==> src/rtl/dm_bus_bridge.sv <==
// rtl/dm_bus_bridge.sv - CPU data-memory port to single-word bus bridge with lane steering and timeout
module dm_bus_bridge #(
    parameter int TIMEOUT = 16
) (
    input  logic        clk,
    input  logic        rst,
    input  logic        dm_read,
    input  logic        dm_write,
    input  logic [2:0]  dmop,
    input  logic [31:0] addr,
    input  logic [31:0] wdata,
    output logic [31:0] rdata,
    output logic        stall,
    output logic        acc_err,
    output logic        mem_req,
    output logic        mem_we,
    output logic [29:0] mem_addr,
    output logic [3:0]  mem_be,
    output logic [31:0] mem_wdata,
    input  logic [31:0] mem_rdata,
    input  logic        mem_ack
);

    typedef enum logic [1:0] {IDLE, BUSY, DONE} state_t;

    localparam logic [7:0] LAST_WAIT = 8'(TIMEOUT - 1);

    state_t      state, state_nx;
    logic [7:0]  wait_cnt;
    logic [31:0] cap_data;
    logic        to_err;
    logic [2:0]  op_q;
    logic [1:0]  lo_q;

    logic        active, faulted, timed_out;
    logic [3:0]  be_nx;
    logic [31:0] wd_nx, load_val;
    logic [7:0]  ld_byte;
    logic [15:0] ld_half;

    assign active    = dm_read | dm_write;
    assign timed_out = (wait_cnt == LAST_WAIT) && !mem_ack;

    always_comb begin
        faulted = 1'b0;
        case (dmop)
            3'b011, 3'b110, 3'b111: faulted = 1'b1;
            3'b001, 3'b101:         faulted = addr[0];
            3'b010:                 faulted = (addr[1:0] != 2'b00);
            default:                faulted = 1'b0;
        endcase
    end

    // Bus lanes are steered from the request; only legal encodings reach the bus.
    always_comb begin
        be_nx = 4'b1111;
        wd_nx = wdata;
        case (dmop[1:0])
            2'b00: begin
                be_nx = 4'b0001 << addr[1:0];
                wd_nx = {4{wdata[7:0]}};
            end
            2'b01: begin
                be_nx = 4'b0011 << addr[1:0];
                wd_nx = {2{wdata[15:0]}};
            end
            default: begin
                be_nx = 4'b1111;
                wd_nx = wdata;
            end
        endcase
    end

    always_comb begin
        ld_byte  = mem_rdata[{lo_q, 3'b000} +: 8];
        ld_half  = lo_q[1] ? mem_rdata[31:16] : mem_rdata[15:0];
        load_val = mem_rdata;
        case (op_q)
            3'b000:  load_val = {{24{ld_byte[7]}}, ld_byte};
            3'b100:  load_val = {24'h0, ld_byte};
            3'b001:  load_val = {{16{ld_half[15]}}, ld_half};
            3'b101:  load_val = {16'h0, ld_half};
            default: load_val = mem_rdata;
        endcase
    end

    always_comb begin
        state_nx = state;
        stall    = 1'b0;
        acc_err  = 1'b0;
        rdata    = 32'h0;
        case (state)
            IDLE: begin
                if (active) begin
                    if (faulted) begin
                        acc_err = 1'b1;
                    end else begin
                        stall    = 1'b1;
                        state_nx = BUSY;
                    end
                end
            end
            BUSY: begin
                stall = 1'b1;
                if (mem_ack || timed_out) state_nx = DONE;
            end
            DONE: begin
                rdata    = cap_data;
                acc_err  = to_err;
                state_nx = IDLE;
            end
            default: state_nx = IDLE;
        endcase
        // Reset must silence the CPU-facing strobes even while request inputs are active.
        if (rst) begin
            stall   = 1'b0;
            acc_err = 1'b0;
        end
    end

    always_ff @(posedge clk or posedge rst) begin
        if (rst) begin
            state     <= IDLE;
            mem_req   <= 1'b0;
            mem_we    <= 1'b0;
            mem_addr  <= '0;
            mem_be    <= '0;
            mem_wdata <= '0;
            wait_cnt  <= '0;
            cap_data  <= '0;
            to_err    <= 1'b0;
            op_q      <= '0;
            lo_q      <= '0;
        end else begin
            state <= state_nx;
            case (state)
                IDLE: begin
                    if (active && !faulted) begin
                        mem_req   <= 1'b1;
                        mem_we    <= dm_write;
                        mem_addr  <= addr[31:2];
                        mem_be    <= be_nx;
                        mem_wdata <= wd_nx;
                        op_q      <= dmop;
                        lo_q      <= addr[1:0];
                        wait_cnt  <= '0;
                        to_err    <= 1'b0;
                    end
                end
                BUSY: begin
                    if (mem_ack) begin
                        mem_req  <= 1'b0;
                        mem_we   <= 1'b0;
                        cap_data <= mem_we ? 32'h0 : load_val;
                        wait_cnt <= '0;
                        to_err   <= 1'b0;
                    end else if (timed_out) begin
                        mem_req  <= 1'b0;
                        mem_we   <= 1'b0;
                        cap_data <= 32'h0;
                        wait_cnt <= '0;
                        to_err   <= 1'b1;
                    end else begin
                        wait_cnt <= wait_cnt + 8'd1;
                    end
                end
                DONE: to_err <= 1'b0;
                default: ;
            endcase
        end
    end

endmodule

==> config.mk <==
export PLATFORM = sky130hd
export DESIGN_NAME = dm_bus_bridge
export DESIGN_NICKNAME = d
export VERILOG_FILES = /design/src/rtl/dm_bus_bridge.sv
export SDC_FILE = /design/constraint.sdc
export NUM_CORES = 1
export LEC_CHECK = 0
export BUFFER_PORTS_ARGS = -buffer_cell sky130_fd_sc_hd__buf_4
export CELL_PAD_IN_SITES_DETAIL_PLACEMENT = 1
export CELL_PAD_IN_SITES_GLOBAL_PLACEMENT = 2
export CORE_MARGIN = 5
export CORE_UTILIZATION = 25
export DETAILED_ROUTE_END_ITERATION = 16
export PLACE_DENSITY = 0.8
export REMOVE_ABC_BUFFERS = 1
export SKIP_LAST_GASP = 1
export SYNTH_ARGS = -nofsm -noshare
export SYNTH_HDL_FRONTEND = slang
export SYNTH_SLANG_ARGS = --single-unit
==> constraint.sdc <==
create_clock -name clk -period 3.3 [get_ports clk]
set_clock_uncertainty 0.05 [all_clocks]
set_input_delay 0.33 -clock clk [delete_from_list [all_inputs] [get_ports clk]]
set_output_delay 0.33 -clock clk [all_outputs]
set_load 0.02 [all_outputs]
==> impl_metrics.ini, run 1 <==
[detailed_routing]
drc = 0
wl_um = 20600
avgRoutedWirePerCell_um = 17.7
vias_per_cell = 4.66
final_antenna_net_count = 0
first_iter_violations = 224
via_count = 5423
first_pass_iters = 4

[sta]
tns_ns = 0
rsz0062_at_grt = no
tightest_slew_ns = 0.910
max_freq_ghz = 0.382
period_needed_ns = 2.62
final-setup-viol-count = 0
drv_slew = 0
hold_slack_ns = 0.0470
fin_crit_sh_pct = 79.3
hold_viol = 0
worst_slack_ns = 0.683
relSlewSlack_pct = 39.4

[finish]
final_cell_mix = 218 x buf_4, 158 x nand2_1, 116 x dfrtp_1
final_common_cell = buf_4
instances_no_fill = 1164
fill_cells = 2790
drive_above_1_share_pct = 32.3
antenna_cells = 0
final_area_mm2 = 0.00843
syn2layout_area_growth_pct = 39.7
final_nets = 940
final_util_pct = 35.7

[global_routing]
antenna_found_initial = 0
globalRouteOverflowTotal = 0
grt_pass1_vias = 5717
grt_pass1_wl_um = 32500
track_usage_pct = 15.2
grt_max_degree = 54

[logic_synthesis]
synth_flop_cell = dfrtp_1
yosysTopAreaCellShare_pct = 48.1
synth_edf_count = 0
synth_top_area_cell = dfrtp_1
synth_area_per_cell_um2 = 9.46
synthCells = 638
synth.area.top_cells = dfrtp_1 48%, nand2_1 9.8%, mux2i_1 4.1%
seq_area_frac_synth_pct = 48.1
syn-cell-area_mm2 = 0.00604
async_flop_share_pct = 100
ys_ff_latch = 116
yosys_warnings = 0
ys_types = 53

[setup_path]
worstPathArrival_ns = 2.24
end_kind = output pin
crit_path_start_kind = flop
crit_type = reg2out
setup.worst_path.start = state[0]
worst_ep_required_time_ns = 2.92
r2r-start = state[1]
critPathMaxFanout = 24

[clock_tree]
cts_hold_buf = 1
cts_tree = built
cts-root-buf = clkbuf_16
cts_setup_buffers = 0
clock_latency_ns = 0.41
cts_buffer_depth = 2
cts-resized-gates = 0
numCtsBuffers = 17
cts_sinks = 116
cts.clk_slew.worst_paths_ns = 0.07
htree_levels = 4

[flow_run]
max_cap_violations = 0

[placement]
numPortBuffers = 205
gp_congestion = 0.785
place_ws_ns = 1.03
dp_cells = 1131
place_area_mm2 = 0.00785
hpwl_um = 14800

[pwr]
power-per-cell-area_mw_per_mm2 = 893
p_int_mw = 4.44
seq_power_share_pct = 33.2
clkPwrFrac_pct = 24.3
leakage_nw = 4.23
swShare_pct = 41.1
report.power.total_mw = 7.53
max-vdd-ir-drop_uv = 335
p_switching_mw = 3.09
combPwrFrac_pct = 42.6

[worst_hold_path]
min-delay-start = addr[9]
hold_path_class = in2reg

[die]
die_h_um = 165
start_util_pct = 25.6
num_rows = 56
pin_count = 206
chipWidth_um = 165
core_mm2 = 0.0236
die_area_mm2 = 0.0274

[outcome]
outcome = complete, no violations
[state kept, by name (all words and copies together) (netlist names)]
name and count:
mem_be 4, cap_data 32, op_q 3, mem_wdata 32, mem_we 1, to_err 1
lo_q 2, wait_cnt 8, state 2, mem_req 1, mem_addr 30
[layout make-up]
cell class              instances  area [um^2]  share of cell area, %
clock buffers                  17          425                   5.04
inverters                      20         77.6                  0.920
flip-flops and latches        116         2900                   34.4
multi-input cells             457         2820                   33.4
repair buffers                220         1670                   19.8
well taps                     319          399                   4.73
clock inverters                15          146                   1.74
[synth_stat cells, drive strengths merged, types with 2 or more instances]
cell and count:
a21oi 21, nand3 4, a31oi 2, mux4 5, mux2i 25, nor2b 7, a221o 5, buf 26
or3 3, o21bai 2, o21a 2, nand3b 8, or2 2, inv 20, o221ai 2, o22ai 15
nor2 22, nor4 3, mux2 4, a22oi 2, nand2b 8, dfrtp 116, nor3 8, o21ai 36
ha 4, o2bb2ai 13, clkbuf 19, and2 34, a21o 17, nand2 159, and3 5, a221oi 7
a22o 23
[power groups by stage]
stage,sequential (mW),clock (mW),combinational [mW]
6_report,2.50,1.83,3.20
5_1_grt,2.59,1.95,3.54
4_1_cts,2.51,1.88,3.27
3_5_place_dp,2.52,0,3.27
3_3_place_gp,2.50,0,3.22
2_1_floorplan,2.94,0,1.36
[path summary, 6_finish.rpt]
check	end	depth (start not counted)	slack, ns
worst max register to register	state[1]	6	1.13
worst min register to register	mem_addr[7]	2	0.43
max in group asynchronous	cap_data[3]	4	1.91
worst min-delay path	mem_addr[7]	3	0.05
min in group asynchronous	wait_cnt[3]	3	0.48
worst max-delay path	stall	7	0.68
[logic make-up (layout without fill, tap and decap cells)]
kind of cell	Yosys count	in the layout	synth area share, %
DFF	116	116	48.1
AOI/OAI and AO/OA	155	155	18.7
adders and majority gates	4	4	0.829
muxes	34	34	6.76
buffers and inverters	65	272	5.43
and+or+nand+nor	264	264	20.2
[critical path, stage by stage (launching register included)]
cell,delay (ns)
dfrtp_1,0.38
inv_1,0.10
ha_1,0.25
o21a_1,0.24
o21a_2,0.49
nor2_1,0.09
nor2_1,0.12
buf_4,0.15
[per-layer routing]
metal	up-vias	GRT usage (%)	part of all wire, %
li1	2603	-	-
met5	-	0	0
met4	0	3.71	0.92
met1	2616	20.0	44
met3	16	7.40	12
met2	188	22.4	43
Power figures use the tool's default switching activity.
==> run 2, diff against run 1 <==
Clock period 3.3 ns to 2.4 ns, I/O delays scaled along.
==> impl_metrics.ini, run 2 (synthesis gave the netlist of run 1 again) <==
[setup_path]
critPathMaxFanout = 10
crit_path_start_kind = input port
ff2ff_path_depth = 5
worst_ep_required_time_ns = 2.11
r2r-end = cap_data[23]
end_kind = output pin
r2r-start = state[1]
worstPathArrival_ns = 1.99
reg2reg_slack_ns = 0.45
crit_type = in2out

[flow_run]
max_cap_violations = 0

[detailed_routing]
drc = 0
final_antenna_net_count = 0
wl_um = 21500
vias_per_cell = 4.65
route.met3.wl_um = 2280
first_iter_violations = 278
met1Wirelength_um = 9280
route.top_layer_used = met4
first_pass_iters = 5
met2RoutedLength_um = 9720
via_count = 5600
avgRoutedWirePerCell_um = 17.8

[die]
num_rows = 56
die_area_mm2 = 0.0274
start_util_pct = 25.6
die_h_um = 165
core_mm2 = 0.0236
pin_count = 206
chipWidth_um = 165

[global_routing]
grt_pass1_vias = 6018
antenna_found_initial = 0
globalRouteOverflowTotal = 0
grt_pass1_wl_um = 34000
track_usage_pct = 15.8
grt_max_degree = 52

[clock_tree]
numCtsBuffers = 17
cts.clk_slew.worst_paths_ns = 0.06
htree_levels = 4
cts_tree = built
cts-root-buf = clkbuf_16
cts_buffer_depth = 2
clock_latency_ns = 0.41
cts_sinks = 116

[outcome]
outcome = complete, no violations

[placement]
place_ws_ns = 0.442
numPortBuffers = 205
gp_congestion = 0.739
hpwl_um = 15200

[sta]
period_needed_ns = 2.28
drv_slew = 0
tightest_slew_ns = 0.945
worst_slack_ns = 0.116
fin_crit_sh_pct = 95.2
max_freq_ghz = 0.438
rsz0062_at_grt = no
hold_viol = 0
relSlewSlack_pct = 37.0
final-setup-viol-count = 0

[finish]
drive_above_1_share_pct = 31.5
final_cell_mix = 219 x buf_4, 158 x nand2_1, 116 x dfrtp_1
top_regs = cap_data: 32 flops, mem_wdata: 32 flops, mem_addr: 30 flops
area.sequential_mm2 = 0.00290
antenna_cells = 0
final_nets = 980
syn2layout_area_growth_pct = 46.9
fill_cells = 2737
multi_input_area_mm2 = 0.00282
final_common_cell = buf_4

[pwr]
max-vdd-ir-drop_uv = 434
report.power.total_mw = 10.5
leakage_nw = 4.43
power-per-cell-area_mw_per_mm2 = 1180

[worst_hold_path]
min-delay-start = wdata[6]
min_path_cells = 3
min_to = mem_wdata[6]
hold_path_class = in2reg
## run 2: per-stage QoR
step / cells / cell area (um^2) / util (%) / hold slack (ns) / setup TNS (ns)
after floorplan: 593 / 5780 / - / 0.295 / -137.49
after detailed placement: 1136 / 7940 / 33.6 / 0.268 / 0
after global placement: 1136 / 7940 / 33.6 / 0.271 / 0
after global routing: 1204 / 8870 / 37.6 / 0.00820 / 0
after CTS: 1204 / 8860 / 37.5 / 0.00165 / 0
final: 1204 / 8870 / 37.6 / 0.0183 / 0
## run 2: how the worst max path moves through the flow
stage                        start            to  slack (ns)  cells after the start
after floorplan                rst   cap_data[0]       -0.96                      1
after detailed placement  state[1]  cap_data[29]        0.44                      5
after global routing       dmop[2]         stall        0.02                      7
final                      dmop[2]         stall        0.12                      7
after CTS                  dmop[2]         stall      0.0003                      7
after global placement     op_q[2]  cap_data[23]        0.47                      4
## run 2: worst max-delay path, stage by stage
cell,delay [ns]
dlygate4sd3_1,0.55
buf_4,0.15
nor4_4,0.48
o21a_4,0.27
nor2_1,0.05
nor2_1,0.09
buf_4,0.15
## run 2: cell type report
class	count	area share (%)
sequential	116	32.7
multi-input combinational	457	31.8
timing repair buffer	260	23.7
clock buffer	17	4.80
tap	319	4.50
clock inverter	15	1.54
inverter	20	0.875
## run 2: where the power goes
group | leakage (nW) | switching [mW] | total (mW) | internal (mW)
clock | 0.272 | 1.07 | 2.44 | 1.37
sequential | 1.49 | 0.520 | 3.30 | 2.78
combinational | 2.67 | 2.74 | 4.73 | 1.99
total | 4.43 | 4.33 | 10.5 | 6.14
## run 2: what timing repair did
| action | 4_1_cts | 5_1_grt |
|---|---|---|
| hold buffers | 36 | 0 |
| endpoints found under the hold margin | 64 | 0 |
| setup endpoints to repair | 0 | 1 |
| resized for setup | 0 | 2 |
| buffers inserted | 0 | 0 |
## run 2: layer usage
metal	track usage, %	vias up
met3	7.12	14
li1	-	2676
met5	0	-
met1	19.8	2727
met4	3.49	0
met2	25.3	183
